File: src/rtl/round_pkg.sv
// Shared types and constants for the round sequencer.
// Holds the FSM state enum, pattern width, LFSR seed/taps and step function.
package round_pkg;

  localparam int SEQ_W = 8;

  localparam logic [SEQ_W-1:0] LFSR_SEED = 8'hA5;
  localparam logic [SEQ_W-1:0] LFSR_TAPS = 8'hB8;

  typedef enum logic [2:0] {
    S_IDLE   = 3'd0,
    S_LOAD   = 3'd1,
    S_SHOW   = 3'd2,
    S_ANSWER = 3'd3,
    S_RESULT = 3'd4
  } state_t;

  // Fibonacci step: taps at bits 7,5,4,3 feed bit 0.
  function automatic logic [SEQ_W-1:0] lfsr_next(
    input logic [SEQ_W-1:0] v
  );
    return {v[SEQ_W-2:0], ^(v & LFSR_TAPS)};
  endfunction

endpackage

File: src/rtl/lfsr8.sv
// 8-bit Fibonacci LFSR pattern source, advanced one step per step pulse.
// Ports: clk, reset (sync, high), step, value[7:0] (current state).
module lfsr8
  import round_pkg::*;
(
  input  logic             clk,
  input  logic             reset,
  input  logic             step,
  output logic [SEQ_W-1:0] value
);

  // Maximal-length taps from a nonzero seed never reach 0;
  // the zero guard only recovers from a corrupted register.
  always_ff @(posedge clk) begin
    if (reset) begin
      value <= LFSR_SEED;
    end else if (value == '0) begin
      value <= LFSR_SEED;
    end else if (step) begin
      value <= lfsr_next(value);
    end
  end

endmodule

File: src/rtl/round_sequencer.sv
// Memory-game round: show an LFSR pattern, collect an answer, report result.
// Ports: clk, reset, seq_ld, enter, sw[7:0] in; led, seq_check,
// result_valid, timeout, busy, state_out[2:0] out.
module round_sequencer
  import round_pkg::*;
#(
  parameter int unsigned SHOW_CYCLES    = 50_000_000,
  parameter int unsigned TIMEOUT_CYCLES = 250_000_000
) (
  input  logic             clk,
  input  logic             reset,
  input  logic             seq_ld,
  input  logic             enter,
  input  logic [SEQ_W-1:0] sw,
  output logic [SEQ_W-1:0] led,
  output logic             seq_check,
  output logic             result_valid,
  output logic             timeout,
  output logic             busy,
  output logic [2:0]       state_out
);

  localparam logic [31:0] SHOW_LOAD = 32'(SHOW_CYCLES - 1);
  localparam logic [31:0] TO_LOAD   = 32'(TIMEOUT_CYCLES - 1);

  state_t           state;
  logic [SEQ_W-1:0] seq_reg;
  logic [31:0]      cnt;
  logic             enter_prev;
  logic             enter_edge;
  logic             to_flag;
  logic             chk_q;
  logic [SEQ_W-1:0] led_q;
  logic             busy_q;
  logic             rv_q;
  logic             to_q;
  logic [SEQ_W-1:0] lfsr_val;
  logic             lfsr_step;

  assign enter_edge = enter & ~enter_prev;
  assign lfsr_step  = (state == S_LOAD);

  lfsr8 u_lfsr (
    .clk   (clk),
    .reset (reset),
    .step  (lfsr_step),
    .value (lfsr_val)
  );

  // Outputs are registered for the state being entered;
  // reset additionally forces them low in the cycle it is raised.
  always_ff @(posedge clk) begin
    if (reset) begin
      state      <= S_IDLE;
      seq_reg    <= '0;
      cnt        <= '0;
      enter_prev <= 1'b0;
      to_flag    <= 1'b0;
      chk_q      <= 1'b0;
      led_q      <= '0;
      busy_q     <= 1'b0;
      rv_q       <= 1'b0;
      to_q       <= 1'b0;
    end else begin
      enter_prev <= enter;
      rv_q       <= 1'b0;
      to_q       <= 1'b0;
      unique case (state)
        S_IDLE: begin
          led_q <= '0;
          if (seq_ld) begin
            state  <= S_LOAD;
            busy_q <= 1'b1;
          end else begin
            busy_q <= 1'b0;
          end
        end
        S_LOAD: begin
          seq_reg <= lfsr_next(lfsr_val);
          led_q   <= lfsr_next(lfsr_val);
          cnt     <= SHOW_LOAD;
          to_flag <= 1'b0;
          busy_q  <= 1'b1;
          state   <= S_SHOW;
        end
        S_SHOW: begin
          busy_q <= 1'b1;
          if (cnt == '0) begin
            cnt   <= TO_LOAD;
            led_q <= '0;
            state <= S_ANSWER;
          end else begin
            cnt <= cnt - 32'd1;
          end
        end
        S_ANSWER: begin
          busy_q <= 1'b1;
          led_q  <= '0;
          // A press on the final cycle beats the timer.
          if (enter_edge) begin
            chk_q   <= (sw == seq_reg);
            to_flag <= 1'b0;
            rv_q    <= 1'b1;
            to_q    <= 1'b0;
            state   <= S_RESULT;
          end else if (cnt == '0) begin
            chk_q   <= 1'b0;
            to_flag <= 1'b1;
            rv_q    <= 1'b1;
            to_q    <= 1'b1;
            state   <= S_RESULT;
          end else begin
            cnt <= cnt - 32'd1;
          end
        end
        S_RESULT: begin
          busy_q <= 1'b0;
          led_q  <= '0;
          state  <= S_IDLE;
        end
        default: begin
          busy_q <= 1'b0;
          led_q  <= '0;
          state  <= S_IDLE;
        end
      endcase
    end
  end

  assign led          = reset ? '0   : led_q;
  assign busy         = reset ? 1'b0 : busy_q;
  assign result_valid = reset ? 1'b0 : rv_q;
  assign timeout      = reset ? 1'b0 : (to_q & to_flag);
  assign seq_check    = reset ? 1'b0 : chk_q;
  assign state_out    = reset ? 3'd0 : state;

endmodule

File: config.mk
export PLATFORM = sky130hd
export DESIGN_NAME = round_sequencer
export DESIGN_NICKNAME = d
export VERILOG_FILES = /design/src/rtl/round_pkg.sv /design/src/rtl/lfsr8.sv /design/src/rtl/round_sequencer.sv
export SDC_FILE = /design/constraint.sdc
export NUM_CORES = 1
export LEC_CHECK = 0
export CAP_MARGIN = 20
export CORE_MARGIN = 10
export CORE_UTILIZATION = 55
export CTS_BUF_LIST = sky130_fd_sc_hd__clkbuf_2
export CTS_CLUSTER_DIAMETER = 60
export DETAILED_ROUTE_END_ITERATION = 10
export HOLD_SLACK_MARGIN = 0.05
export PLACE_DENSITY = 0.86
export SLEW_MARGIN = 20
export SYNTH_ARGS = -nofsm -noshare
export SYNTH_HDL_FRONTEND = slang
export SYNTH_HIERARCHICAL = 1
export SYNTH_SLANG_ARGS = --single-unit
File: constraint.sdc
create_clock -name clk -period 4 [get_ports clk]
set_input_delay 0.8 -clock clk [delete_from_list [all_inputs] [get_ports clk]]
set_output_delay 0.8 -clock clk [all_outputs]
set_load 0.03 [all_outputs]
==> impl_metrics.env <==
export IMPL_status="finished, final reports clean"
export IMPL_clock_path_buffers=2
export IMPL_max_flop_register="cnt"
export IMPL_synth_seq_cells=65
export IMPL_startpoint_type="input port"
export IMPL_clkTransAtPathRegs_ps=190
export IMPL_drv_cap=0
export IMPL_arrival_ps=2230
export IMPL_wl_per_cell_microns=17.95
export IMPL_grt_start_max_net_pins=69
export IMPL_hold_viol=0
export IMPL_max_slew_margin_rel=0.4759
export IMPL_worstSetupEndpointType="primary output"
export IMPL_rr_worst_depth=7
export IMPL_grt_pass1_wl_microns=15040
export IMPL_dpl_cell_count=504
export IMPL_drive_above_1_share=0.09932
export IMPL_synth_top_area_cell="dfxtp_1"
export IMPL_area_growth_syn_to_layout_pct=11.44
export IMPL_power_density_nw_per_um2=612.3
export IMPL_power_leakage_nw=1.361
export IMPL_nFillCells=525
export IMPL_mostFrequentLayoutCell="dfxtp_1"
export IMPL_synthFlopType="dfxtp_1"
export IMPL_overflow=0
export IMPL_setup_viol=0
export IMPL_die_w_microns=100.3
export IMPL_hold_ws_ps=467.7
export IMPL_row_count=29
export IMPL_seqCellArea_sq_um=1301
export IMPL_io_pins=27
export IMPL_synth_top_area_frac=0.3671
export IMPL_synthCells=421
export IMPL_cp_required_ps=3200
export IMPL_hold_path_depth=2
export IMPL_final_cells=520
export IMPL_tns_ps=0
export IMPL_syn_mean_instance_area_sq_um=8.420
export IMPL_antenna_cells=0
export IMPL_htreeDepth=3
export IMPL_drc_errors=0
export IMPL_cp_max_fo=68
export IMPL_first_iter_violations=472
export IMPL_hold_class="reg2reg"
export IMPL_tightest_slew_ps=779.0
export IMPL_routed_wl_microns=9335
export IMPL_vdd_ir_drop_max_mv=0.5920
export IMPL_startpoint="reset"
export IMPL_synth_area_leaders="dfxtp_1 (37%), nand2_1 (4.8%), a21oi_1 (4.5%)"
export IMPL_critPathKind="in2out"
export IMPL_largest_register_ffs=32
export IMPL_rr_endpoint="cnt[13]"
export IMPL_syn_nets=435
export IMPL_synth_warning_count=6
export IMPL_die_h_microns=100.3
export IMPL_synth_edf_count=0
export IMPL_synthArstFlopShare=0
export IMPL_dp_hpwl_microns=6574
export IMPL_grt_total_usage=0.1803
export IMPL_yosysSeqAreaShare=0.3671
export IMPL_fmax_mhz=329.7
export IMPL_period_minus_slack_ps=3033
export IMPL_fin_util=0.6256
export IMPL_rsz0062_at_grt="no"
export IMPL_multi_input_area_sq_um=2087
export IMPL_post_cts_resized=0
export IMPL_die_area_sq_um=10060
export IMPL_finalCritPeriodShare=0.7582
export IMPL_antenna_found_initial=0
export IMPL_grt_pass1_vias=3162
export IMPL_cts_setup_buffers=0
export IMPL_rrSetupSlack_ps=1020
export IMPL_initial_core_util=0.5614
export IMPL_ys_types=66
export IMPL_root_buffer="clkbuf_2"
export IMPL_port_buffers=26
export IMPL_gp_congestion=0.9691
export IMPL_clk_latency_ps=540
export IMPL_core_sq_um=6314
export IMPL_postLayoutCellArea_sq_um=3950
export IMPL_endpoint="seq_check"
export IMPL_syn_area_sq_um=3545
export IMPL_layout_common_cells="dfxtp_1 (65), nand2_1 (45), a21oi_1 (32)"
export IMPL_dr_total_vias=3439
export IMPL_finalNetCount=452
export IMPL_clock_skew_ps=22.27
export IMPL_postRouteAntennaNets=0
export IMPL_vias_per_cell=6.613
export IMPL_dr_pass1_iters=5
export IMPL_clock_sinks=65
export IMPL_placed_cell_area_sq_um=3807
export IMPL_slew_viol_final=0
export IMPL_cts_hold_buffers=0
export IMPL_r2r_start="cnt[0]"
export IMPL_cts_tree="done"
export IMPL_cts_made_buffers=9
[metal layers]
| metal | track usage | vias to the layer above | part of all wire |
|---|---|---|---|
| li1 | - | 1612 | - |
| met1 | 0.2249 | 1625 | 0.42 |
| met2 | 0.2829 | 164 | 0.47 |
| met3 | 0.05701 | 38 | 0.081 |
| met4 | 0.06848 | 0 | 0.025 |
| met5 | 0 | - | 0 |
[through the flow]
step	total power, W	setup WS, ps
after global placement	0.001878	1012
after CTS	0.002377	983.1
final	0.002419	967.3
after global routing	0.002536	877.8
after floorplan	0.001698	1360
after detailed placement	0.001919	987.3
[worst min-delay path by stage]
stage / endpoint / start / slack, ps
global placement: led_q[6] / led_q[6] / 440
finish: led_q[5] / led_q[5] / 470
CTS: led_q[6] / led_q[6] / 470
floorplan: led_q[0] / led_q[0] / 430
detailed placement: led_q[6] / led_q[6] / 450
global route: led_q[7] / led_q[7] / 490
[Yosys cell counts (10+ instances only)]
cell type  count
dfxtp_1       65
nand2_1       45
a21oi_1       32
nor2_1        24
nand3_1       19
nor2b_1       19
nand4_1       14
inv_1         13
nor3_1        13
nor4_1        13
or4_1         12
o21ai_0       11
clkbuf_1      10
xnor2_1       10
[power by group]
group / switching (W) / total (W) / internal (W)
combinational: 0.000676 / 0.00104 / 0.000367
sequential: 0.000154 / 0.000908 / 0.000754
clock: 0.000258 / 0.000469 / 0.000211
total: 0.00109 / 0.00242 / 0.00133
[cells by family after synthesis]
family          Yosys count  synth area share
compound gates           95            0.1871
xor+xnor                 16           0.03953
fa+ha+maj                 2          0.007059
buf+inv                  36           0.04413
flops                    65            0.3671
mux                       8           0.02259
simple gates            199            0.3325
[layout make-up]
class | count | share of cell area
multi-input combinational | 320 | 0.5283
sequential | 65 | 0.3294
timing repair buffer | 28 | 0.06842
tap | 77 | 0.02439
clock inverter | 6 | 0.02344
inverter | 14 | 0.01330
clock buffer | 10 | 0.01267
[critical path: stages]
cell and delay [ps]:
buf_2 90, buf_4 530, nor2b_1 150, clkdlybuf4s50_1 640
Note: power is estimated with default switching activity, not from simulation.
